===== src/rtl/dds_pkg.sv =====
// Shared definitions for the DDS phase-to-amplitude stage: widths, types and
// the quarter-wave sine magnitude table generator.
package dds_pkg;

    localparam int PHASE_W       = 10;
    localparam int AMP_W         = 8;
    localparam int QUARTER_DEPTH = 256;
    localparam int INDEX_W       = 8;
    localparam int MAG_W         = 7;

    typedef logic [AMP_W-1:0]   amplitude_t;
    typedef logic [INDEX_W-1:0] index_t;
    typedef logic [MAG_W-1:0]   magnitude_t;
    typedef logic [QUARTER_DEPTH-1:0][MAG_W-1:0] quarter_table_t;

    // Fixed-point format used while building the table: Q(64-FRAC_W).FRAC_W.
    // Integer arithmetic keeps the generator usable in any elaboration context.
    localparam int     FRAC_W = 28;
    localparam longint ONE    = 64'sd1 <<< FRAC_W;
    // round(pi * 2^28)
    localparam longint PI_FIX = 64'sd843314857;

    // M(i) = round(127 * sin(pi * (2i+1) / 1024)), i = 0..255.
    // The sample points sit half a step off the axis so the quarter wave
    // mirrors cleanly with a bitwise-NOT index and never repeats a sample.
    function automatic magnitude_t sine_magnitude(input int i);
        longint x;
        longint x2;
        longint term;
        longint sum;
        longint scaled;
        x    = (PI_FIX * longint'(2 * i + 1) + 64'sd512) / 64'sd1024;
        x2   = (x * x) >>> FRAC_W;
        term = x;
        sum  = x;
        // Taylor series for sin(x), x <= pi/2; ten terms is far below one LSB.
        for (int n = 1; n <= 10; n++) begin
            term = -(((term * x2) >>> FRAC_W) / longint'((2 * n) * (2 * n + 1)));
            sum  = sum + term;
        end
        scaled = (64'sd127 * sum + (ONE >>> 1)) >>> FRAC_W;
        if (scaled > 64'sd127) scaled = 64'sd127;
        if (scaled < 64'sd0)   scaled = 64'sd0;
        return magnitude_t'(scaled);
    endfunction

    // Whole quarter-wave table as one packed constant.
    function automatic quarter_table_t quarter_table();
        quarter_table_t t;
        t = '0;
        for (int i = 0; i < QUARTER_DEPTH; i++) begin
            t[i] = sine_magnitude(i);
        end
        return t;
    endfunction

endpackage


===== src/rtl/quarter_sine_rom.sv =====
// 256 x 7 quarter-wave sine magnitude ROM with a registered, enabled read port.
// Forms the second pipeline stage of phase_to_amplitude.
module quarter_sine_rom
    import dds_pkg::*;
(
    input  logic       clock,
    input  logic       reset,
    input  logic       en,
    input  index_t     addr,
    output magnitude_t data
);

    localparam quarter_table_t TABLE = quarter_table();

    // Synchronous read: the output register is the pipeline register.
    // NOTE: the table contents are constants and need no reset; only the read
    // register is cleared so the pipeline starts from a known zero.
    always_ff @(posedge clock or negedge reset) begin
        if (!reset) begin
            data <= '0;
        end else if (en) begin
            data <= TABLE[addr];
        end
    end

endmodule


===== src/rtl/phase_to_amplitude.sv =====
// DDS phase-to-amplitude converter. Maps a 10-bit phase word to an 8-bit sine
// sample using a quarter-wave table and quadrant symmetry:
//   q0: +M(k)   q1: +M(~k)   q2: -M(k)   q3: -M(~k)
// Three-stage pipeline (index/negate, table read, sign/format) with a valid
// flag and a global clock enable that freezes every stage when low.
module phase_to_amplitude #(
    parameter int PHASE_W       = 10,
    parameter int AMP_W         = 8,
    parameter bit OFFSET_BINARY = 1'b0
) (
    input  logic               clock,
    input  logic               reset,
    input  logic               ce,
    input  logic [PHASE_W-1:0] phase,
    input  logic               phase_valid,
    output logic [AMP_W-1:0]   amplitude,
    output logic               amp_valid
);

    // Idle output level: mid-scale in either format.
    localparam logic [AMP_W-1:0] RESET_AMP =
        OFFSET_BINARY ? {1'b1, {(AMP_W-1){1'b0}}} : '0;

    // Phase decomposition: q[0] mirrors the index, q[1] negates the result.
    logic                  mirror;
    logic                  negate;
    dds_pkg::index_t       table_index;

    assign mirror      = phase[PHASE_W-2];
    assign negate      = phase[PHASE_W-1];
    assign table_index = phase[PHASE_W-3:0];

    // Stage 1 registers
    dds_pkg::index_t       s1_index;
    logic                  s1_negate;
    logic                  s1_valid;

    // Stage 2 registers (table data lives inside the ROM)
    dds_pkg::magnitude_t   s2_magnitude;
    logic                  s2_negate;
    logic                  s2_valid;

    // Stage 3 combinational input
    logic [AMP_W-1:0]      amp_next;

    // S1: mirror the index (255-k == ~k) and capture the sign and valid.
    // NOTE: every clocked assignment is non-blocking so all stages sample the
    // previous cycle's values and shift together on the same edge.
    always_ff @(posedge clock or negedge reset) begin
        if (!reset) begin
            s1_index  <= '0;
            s1_negate <= 1'b0;
            s1_valid  <= 1'b0;
        end else if (ce) begin
            s1_index  <= mirror ? ~table_index : table_index;
            s1_negate <= negate;
            s1_valid  <= phase_valid;
        end
    end

    // S2: table lookup, registered inside the ROM under the same enable.
    quarter_sine_rom u_rom (
        .clock (clock),
        .reset (reset),
        .en    (ce),
        .addr  (s1_index),
        .data  (s2_magnitude)
    );

    // S2: carry sign and valid alongside the table read.
    always_ff @(posedge clock or negedge reset) begin
        if (!reset) begin
            s2_negate <= 1'b0;
            s2_valid  <= 1'b0;
        end else if (ce) begin
            s2_negate <= s1_negate;
            s2_valid  <= s1_valid;
        end
    end

    // S3 datapath: apply the sign, then optionally shift to offset binary.
    // Magnitude tops out at 127, so the negated value stays in -127..+127
    // and negating zero gives zero (no negative-zero code). Adding 128 modulo
    // 256 is the same as inverting the MSB.
    // NOTE: amp_next is assigned at the top of the block so every path drives
    // it and no latch is inferred.
    always_comb begin
        amp_next = AMP_W'(s2_magnitude);
        if (s2_negate) begin
            amp_next = -amp_next;
        end
        if (OFFSET_BINARY) begin
            amp_next[AMP_W-1] = ~amp_next[AMP_W-1];
        end
    end

    // S3: register the final sample and its valid flag.
    always_ff @(posedge clock or negedge reset) begin
        if (!reset) begin
            amplitude <= RESET_AMP;
            amp_valid <= 1'b0;
        end else if (ce) begin
            amplitude <= amp_next;
            amp_valid <= s2_valid;
        end
    end

endmodule


===== config.mk =====
export PLATFORM = sky130hd
export DESIGN_NAME = phase_to_amplitude
export DESIGN_NICKNAME = d
export VERILOG_FILES = /design/src/rtl/dds_pkg.sv /design/src/rtl/quarter_sine_rom.sv /design/src/rtl/phase_to_amplitude.sv
export SDC_FILE = /design/constraint.sdc
export NUM_CORES = 1
export LEC_CHECK = 0
export BUFFER_PORTS_ARGS = -buffer_cell sky130_fd_sc_hd__buf_4
export CAP_MARGIN = 10
export CORE_UTILIZATION = 30
export DETAILED_ROUTE_END_ITERATION = 8
export PLACE_DENSITY = 0.57
export SKIP_CTS_REPAIR_TIMING = 1
export SYNTH_ARGS = -nofsm -noshare
export SYNTH_HDL_FRONTEND = slang
export SYNTH_HIERARCHICAL = 1
export SYNTH_SLANG_ARGS = --single-unit

===== constraint.sdc =====
create_clock -name clock -period 3.41 [get_ports clock]
set_clock_uncertainty 0.2 [all_clocks]
set_input_delay 0.5115 -clock clock [delete_from_list [all_inputs] [get_ports clock]]
set_output_delay 0.5115 -clock clock [all_outputs]
set_load 0.05 [all_outputs]

==> results of run 1 <==
## synth_stat cells (all sizes together), types with 5 or more instances
library cell,instances
nand3,7
nand2,13
a21oi,30
a211oi,5
nor2,28
xnor2,9
dfrtp,28
nor2b,8
inv,14
mux2,7
o21ai,21
ha,12
clkbuf,7
buf,22
o211ai,10
nand2b,14
a31oi,8
## per-stage QoR
step                instances  utilization, %  hold slack [ns]
floorplan                 319               -           0.0159
global placement          423            33.7            0.254
detailed placement        423            33.7            0.258
CTS                       427            34.3          -0.0503
global route              428            34.4            0.255
finish                    428            34.4            0.259
## state kept, by name (all words and copies together) (netlist names)
| register | cells |
|---|---|
| amplitude | 8 |
| s1_negate | 1 |
| u_rom/data | 7 |
| s1_index | 8 |
| s2_negate | 1 |
| amp_valid | 1 |
| s1_valid | 1 |
| s2_valid | 1 |
## final cells by class
class / count / area, sq um
Clock buffer: 4 / 55.1
Fill cell: 879 / 5500
Inverter: 14 / 52.6
Multi-Input combinational cell: 248 / 1730
Sequential cell: 28 / 701
Tap cell: 105 / 131
Timing Repair Buffer: 29 / 220
## routing by layer
layer | GRT usage [%] | part of all wire, % | up-vias
li1 | - | - | 1197
met4 | 4.48 | 1.7 | 0
met3 | 2.21 | 4.0 | 12
met1 | 23.0 | 47 | 1188
met2 | 23.6 | 47 | 72
met5 | 0 | 0 | -
## path summary, 6_finish.rpt
| check | end | depth (start not counted) |
|---|---|---|
| worst min-delay path | s1_negate$_DFFE_PN0P_ | 2 |
| min in group asynchronous | amplitude[5]$_DFFE_PN0P_ | 2 |
| worst max register to register | u_rom/data[3]$_DFFE_PN0P_ | 9 |
| worst max-delay path | u_rom/data[3]$_DFFE_PN0P_ | 9 |
| worst min register to register | s2_negate$_DFFE_PN0P_ | 2 |
| max in group asynchronous | s1_index[5]$_DFFE_PN0P_ | 2 |
## logic make-up (layout without fill, tap and decap cells)
family,after synthesis,count (layout),share of synthesized area [%]
AOI/OAI and AO/OA,114,114,28.7
and+or+nand+nor,99,99,21.7
buffers and inverters,43,47,8.62
DFF,28,28,26.4
adders and majority gates,12,12,5.65
muxes,12,12,5.32
xor gates and xnor gates,11,11,3.63
## critical path, stage by stage (launching register included)
cell and delay [ns]:
dfrtp_1 0.46, inv_1 0.18, ha_1 0.30, inv_1 0.13, ha_1 0.21, o21a_1 0.22
o21ai_0 0.31, a2bb2oi_1 0.12, a2111oi_1 0.37, o22a_1 0.20
## power groups by stage
stage | clock (uW) | sequential, uW | combinational [uW]
final | 206 | 484 | 683
after global routing | 226 | 499 | 749
after CTS | 216 | 484 | 679
after detailed placement | 0 | 491 | 678
after global placement | 0 | 488 | 676
after floorplan | 0 | 567 | 434
==> impl_results.md, run 1 <==
* Flop-to-flop setup slack at approximately 0.66 ns
* CTS max path bufs at 2
* Mapped Area at ~0.0027 sq mm
* Maxcap violations at 0
* Layout area overhead at 8.67%
* Syn Inst Count at 319
* Via count at roughly 2500
* Remaining global-route overflow at 0
* Layout Nets at 350
* Largest net degree at the start of global routing at between 50 and 60
* WP data required at 3.43 ns
* Chip width at 96.1 um
* Max-slew violation count at 0
* Full die area at a little over 0.009 sq mm
* First-pass GRT wire length at ~11000 um
* Most common cell after layout, fill and taps aside: a21oi_1
* Worst hold start: phase[9]
* Slew headroom at a little under half
* Fmax at approximately 360 MHz
* I/O pin cnt at 23
* Crit end category: register
* RR Startpoint: s1_index[0]$_DFFE_PN0P_
* Final GP Congestion at 0.858
* Peak supply drop at ~0.21 mV
* Status: finished clean
* # diodes at 0
* Die H at a little under 100 um
* Syn nets at around 350
* Switch share at between 40% and 50%
* Initial antenna violation count at 0
* Worst Setup SP: s1_index[0]$_DFFE_PN0P_
* CTS tree: built
* Clock sink total at 28
* Worst-Skew Late Latency at 0.28 ns
* FP Rows at 33
* Area contributors post-synth: dfrtp_1 (26%), a21oi_1 (5.7%), ha_1 (5.7%)
* Power Total at ~1400 uW
* Ys Warns at 6
* Crit Path Class: register to register
* Synth Flop Type: dfrtp_1
* Internal power at around 760 uW
* Register area share after synthesis at a little over a quarter
* Final worst-path cycle share at between 80% and 90%
* Setup TNS at 0 ns
* Switching pwr at roughly 610 uW
* Sequential fraction of design power at 35.3%
* Asr flop ratio synth at between 90% and 100%
* ANT nets after route at 0
* Yosys reg bits at 28
* Buffers on Ports at 22
* Power per cell area at 476 mW/mm^2
* GRT Overall Usage at 15.7%
* Drt first pass iters at 4
* Place WS at approximately 0.71 ns
* Setup ws final at approximately 0.66 ns
* Clock share of power at ~15%
* Gate power share at between 40% and 50%
* Final Critical Period at 2.75 ns
* Vias per cell at around 5.8
* DRT iter0 DRCs at roughly 280
* Hold Path Class: primary input to register
* Layout Cell Area excl Fill at roughly 0.0029 sq mm
* RSZ-0062 raised after global routing: no
* Root buf cell: clkbuf_8
* Post-route DRC at 0
* CP startpoint kind: register
* Final wirelength at approximately 7000 um
* Post-synth EDFFs at 0
* Clk slew on worst S/H paths at about 0.10 ns
* WL per Instance at about 16 um
* Placed cell area at ~0.0028 sq mm
* Final setup fails at 0
* Core area at roughly 0.0084 sq mm
* Share of cells above drive strength 1 at 15.2%
* Arr. time, crit path at 2.77 ns
* Final Hold Viols at 0
* Post-Syn Area per Cell at 8.33 sq um
* Dominant cell type by area after synthesis: dfrtp_1
* Number of global-route vias before repair at about 2200
* LEAKAGE at approximately 0.0012 uW
* Critical Path Fanout Max at 7
* Starting density of the core at a little under a third
* Synth unique cells at 64
* Htree depth at 1
* Total CTS buffers at 3
* Slew of the pin with the lowest slew margin at around 0.81 ns
* Most frequent cells in the layout: a21oi_1 (30), dfrtp_1 (28), buf_4 (28)
* Dpl hpwl at between 4000 and 5000 um
* Yosys top cell area share at roughly a quarter
(Power assumes the default switching activity.)
==> run 2, diff against run 1 <==
--- a/config.mk
+++ b/config.mk
@@ -9,7 +9,7 @@
 export CAP_MARGIN = 10
 export CORE_UTILIZATION = 30
 export DETAILED_ROUTE_END_ITERATION = 8
-export PLACE_DENSITY = 0.57
+export PLACE_DENSITY = 0.58
 export SKIP_CTS_REPAIR_TIMING = 1
 export SYNTH_ARGS = -nofsm -noshare
 export SYNTH_HDL_FRONTEND = slang
==> constraint.sdc (replaced) <==
create_clock -name clock -period 2.2 [get_ports clock]
set_clock_uncertainty 0.2 [all_clocks]
set_input_delay 0.33 -clock clock [delete_from_list [all_inputs] [get_ports clock]]
set_output_delay 0.33 -clock clock [all_outputs]
set_load 0.05 [all_outputs]
==> impl_results.md, run 2 (same netlist as run 1, synthesis figures left out) <==
* Status: finished clean
* Fmax at between 400 and 500 MHz
* FF+latch area at ~700 sq um
* Crit Path Class: register to register
* Total CTS buffers at 3
* Remaining global-route overflow at 0
* Layout Cell Area excl Fill at between 0.003 and 0.004 sq mm
* Dpl hpwl at 5350 um
* Met2 Use GR at between 20% and 30%
* Placed Cells at ~450
* RSZ-0062 raised after global routing: yes
* Largest regs: amplitude (8), s1_index (8), u_rom/data (7)
* Share of cells above drive strength 1 at roughly a quarter
* Area occupied by multi-input gates at roughly 0.0018 sq mm
* Clock sink total at 28
* GRT busiest layer: met2
* Layout area overhead at 19.8%
* Initial antenna violation count at 0
* Final worst-path cycle share at between 90% and 100%
* Layout Nets at 375
* Die H at 96.1 um
* Chip width at 96.1 um
* DRT iter0 DRCs at 247
* Final setup fails at 0
* Final GP Congestion at ~0.90
* Final wirelength at roughly 7200 um
* FP Rows at 33
* Core area at roughly 0.0084 sq mm
* Critical Path Fanout Max at 6
* Grt met1 use at between 20% and 30%
* ANT nets after route at 0
* CP startpoint kind: register
* Slew of the pin with the lowest slew margin at 0.621 ns
* LEAKAGE at roughly 0.0013 uW
* Hold Path Class: primary input to register
* Crit end category: register
* Worst-Skew Late Latency at roughly 0.28 ns
* Filler cell count at around 870
* Htree depth at 1
* Power per cell area at between 700 and 800 mW/mm^2
* Via count at between 2000 and 3000
* # diodes at 0
* Drt first pass iters at 5
* Met3 Use GR at 2.29%
* GRT Overall Usage at between 10% and 20%
* Vias per cell at between 5 and 6
* Buffers on Ports at 22
* WP data required at about 2.1 ns
* Largest net degree at the start of global routing at 45
* Root buf cell: clkbuf_8
* CTS max path bufs at 2
* Setup TNS at 0 ns
* Post-route DRC at 0
* Peak supply drop at 0.367 mV
* Final Hold Viols at 0
* Placed cell area at slightly above 0.003 sq mm
* First-pass GRT wire length at 12000 um
* Slew headroom at slightly below 60%
* Most frequent cells in the layout: buf_4 (49), a21oi_1 (29), nor2_1 (27), dfrtp_1 (27), o21ai_0 (19)
* Full die area at around 0.0092 sq mm
* I/O pin cnt at 23
* WL per Instance at approximately 16 um
* Power Total at around 2300 uW
* Arr. time, crit path at just over 2 ns
* Clk slew on worst S/H paths at about 0.10 ns
* Maxcap violations at 0
* Number of global-route vias before repair at ~2400
* Starting density of the core at around a third
* Most common cell after layout, fill and taps aside: buf_4
* Non-filler instance count after layout at approximately 450
* Max-slew violation count at 0
* Final Critical Period at between 2 and 2.5 ns
* Final core utilization at a little under two fifths
* CTS tree: built
run 2: changes by cell type in the layout (fill, tap and decap cells not counted), moves of 2 or more:
cell | previous run | this run
inv_2 | 1 | 3
ha_4 | 0 | 2
inv_1 | 13 | 10
ha_1 | 12 | 9
buf_12 | 0 | 4
buf_4 | 28 | 49
o21ai_0 | 21 | 19
run 2: per-layer routing:
layer / part of all wire [%] / vias up / routed length, um
li1: - / 1253 / -
met1: 46 / 1207 / 3310
met2: 48 / 110 / 3470
met3: 4.8 / 14 / 346
met4: 1.6 / 0 / 117
met5: 0 / - / 0
run 2: where the power goes:
group          switching, uW  total (uW)  internal [uW]
logic                    710        1220            511
clock network            168         328            160
registers                124         740            615
run 2: final timing paths:
| check | from | end | slack (ns) | cells past startpoint |
|---|---|---|---|---|
| max in group asynchronous | reset | s1_index[1]$_DFFE_PN0P_ | 1.17 | 2 |
| min in group asynchronous | reset | amplitude[4]$_DFFE_PN0P_ | 0.33 | 2 |
| hold / removal | phase_valid | s1_valid$_DFFE_PN0P_ | 0.08 | 2 |
| setup / recovery | s1_index[0]$_DFFE_PN0P_ | u_rom/data[0]$_DFFE_PN0P_ | 0.07 | 7 |
| hold reg to reg | s1_negate$_DFFE_PN0P_ | s2_negate$_DFFE_PN0P_ | 0.30 | 2 |
| setup reg to reg | s1_index[0]$_DFFE_PN0P_ | u_rom/data[0]$_DFFE_PN0P_ | 0.07 | 7 |
run 2: area by class of cell:
type	instances	share of cell area (%)
sequential	28	22.1
tap	105	4.13
inverter	14	1.81
multi-input combinational	248	55.9
clock buffer	4	1.73
timing repair buffer	54	14.4
run 2: critical path, stage by stage (launching register included):
cell and delay (ns):
dfrtp_1 0.40, buf_4 0.17, ha_1 0.22, nand2b_1 0.13
o21ai_1 0.11, mux4_2 0.47, a211oi_2 0.24, a41oi_1 0.06
run 2: stage by stage:
stage | worst slack [ns] | hold WS [ns]
floorplan | 0.00106 | -0.166
global placement | 0.0322 | 0.0749
detailed placement | 0.00459 | 0.0820
CTS | -0.0314 | -0.228
global route | -0.0162 | 0.0625
finish | 0.0702 | 0.0759
==> run 3, diff against run 2 <==
--- a/config.mk
+++ b/config.mk
@@ -8,8 +8,10 @@
 export BUFFER_PORTS_ARGS = -buffer_cell sky130_fd_sc_hd__buf_4
 export CAP_MARGIN = 10
 export CORE_UTILIZATION = 30
+export CTS_CLUSTER_DIAMETER = 30
 export DETAILED_ROUTE_END_ITERATION = 8
 export PLACE_DENSITY = 0.58
+export REMOVE_ABC_BUFFERS = 1
 export SKIP_CTS_REPAIR_TIMING = 1
 export SYNTH_ARGS = -nofsm -noshare
 export SYNTH_HDL_FRONTEND = slang
==> impl_results.md, run 3 (same netlist as run 1, synthesis figures left out) <==
* Drt first pass iters at 4
* Final wirelength at slightly above 7000 um
* Max stage delay on crit path at 0.51 ns
* Final Hold Viols at 0
* Worst hold start: phase[9]
* Critical Path Fanout Max at 16
* Final setup fails at 0
* Layout Nets at roughly 380
* Root buf cell: clkbuf_8
* Worst hold endpoint: s1_negate$_DFFE_PN0P_
* Slew of the pin with the lowest slew margin at just over 0.7 ns
* WL per Instance at approximately 16 um
* Power Total at 2300 uW
* First-pass GRT wire length at ~12000 um
* Remaining global-route overflow at 0
* Die H at 96.1 um
* Layout area overhead at 20.7%
* R2R depth at 7
* Vias per cell at ~5.7
* Crit Path Class: register to register
* Filler cell count at about 870
* Status: finished clean
* Most common cell after layout, fill and taps aside: buf_4
* Buffers on Ports at 22
* Setup ws final at about 0.085 ns
* DRT iter0 DRCs at 227
* Slew headroom at 52.8%
* Crit end category: register
* Starting density of the core at between 30% and 40%
* Arr. time, crit path at roughly 2.1 ns
* Dpl hpwl at slightly above 5000 um
* Largest net degree at the start of global routing at 39
* RSZ-0062 raised after global routing: no
* Via count at 2574
* Post-route DRC at 0
* CTS tree: built
* RR Startpoint: s1_index[1]$_DFFE_PN0P_
* WP data required at 2.14 ns
* CP startpoint kind: register
* I/O pin cnt at 23
* # diodes at 0
* Power per cell area at around 700 mW/mm^2
* Place WS at -0.0876 ns
* Core area at around 0.0084 sq mm
* Cell family with most CP delay: multiplexers
* Initial antenna violation count at 0
* Max-slew violation count at 0
* Share of cells above drive strength 1 at roughly a quarter
* Worst-Skew Late Latency at ~0.27 ns
* Total CTS buffers at 3
* GRT Overall Usage at 16.4%
* Cells along the critical path: buf_6, ha_1, nand2b_1, o21ai_1, mux4_2, a211oi_2, a41oi_1
* Clock sink total at 28
* Maxcap violations at 0
* LEAKAGE at approximately 0.0013 uW
* CP bufs+invs at 1
* Worst flop-to-flop path endpoint: u_rom/data[0]$_DFFE_PN0P_
* Final GP Congestion at a little over 0.9
* Chip width at just under 100 um
* Clk slew on worst S/H paths at 0.10 ns
* FP Rows at 33
* Htree depth at 1
* Full die area at 0.00923 sq mm
* Worst hold stages at 2
* Peak supply drop at between 0.3 and 0.4 mV
* Flop-to-flop setup slack at roughly 0.085 ns
* Final worst-path cycle share at a little over nine tenths
* ANT nets after route at 0
* Final Critical Period at 2.11 ns
* Most frequent cells in the layout: buf_4 (50), a21oi_1 (29), nor2_1 (27), dfrtp_1 (27), o21ai_0 (19)
* Largest regs: amplitude (8), s1_index (8), u_rom/data (7)
* CTS max path bufs at 2
* Crit path max-delay cell type: mux4_2
* Fmax at 473 MHz
* Number of global-route vias before repair at ~2400
* Hold Path Class: primary input to register
==> run 3: where the power goes <==
| group | switching, uW | internal [uW] | total [uW] |
|---|---|---|---|
| sequential | 136 | 615 | 751 |
| clock | 165 | 161 | 326 |
| combinational | 705 | 517 | 1220 |
==> run 3: layout make-up <==
type	instances	area [sq um]	share of cell area [%]
Tap cell	105	131	4.10
Clock buffer	4	55.1	1.72
Inverter	14	52.6	1.64
Timing Repair Buffer	55	457	14.2
Multi-Input combinational cell	248	1810	56.4
Sequential cell	28	702	21.9
==> run 3: worst max-delay path by stage <==
| stage | from | to | slack [ns] | depth (start not counted) |
|---|---|---|---|---|
| 3_3_place_gp | s1_index[0]$_DFFE_PN0P_ | u_rom/data[3]$_DFFE_PN0P_ | -0.002 | 9 |
| 5_1_grt | s1_index[1]$_DFFE_PN0P_ | u_rom/data[0]$_DFFE_PN0P_ | 0.001 | 7 |
| 6_report | s1_index[1]$_DFFE_PN0P_ | u_rom/data[0]$_DFFE_PN0P_ | 0.09 | 7 |
| 3_5_place_dp | s1_index[1]$_DFFE_PN0P_ | u_rom/data[3]$_DFFE_PN0P_ | -0.09 | 9 |
| 2_1_floorplan | s1_index[2]$_DFFE_PN0P_ | u_rom/data[4]$_DFFE_PN0P_ | -0.61 | 7 |
| 4_1_cts | s1_index[1]$_DFFE_PN0P_ | u_rom/data[3]$_DFFE_PN0P_ | -0.12 | 9 |
==> run 3: layer usage <==
layer	share of wire [%]	GRT usage, %
met1	46	22.3
met2	46	25.7
met3	4.9	2.53
met4	3.0	7.21
met5	0	0
==> run 3: through the flow <==
stage	hold WS [ns]	cells	util [%]	instance area, sq um	setup TNS [ns]
after floorplan	-0.166	290	-	2480	-2.51
after global placement	0.0731	449	36.4	3050	-0.00192
after detailed placement	0.0791	449	36.4	3050	-0.0876
after CTS	-0.236	453	37.1	3110	-0.159
after global routing	0.0624	454	38.3	3210	0
final	0.0729	454	38.3	3210	0
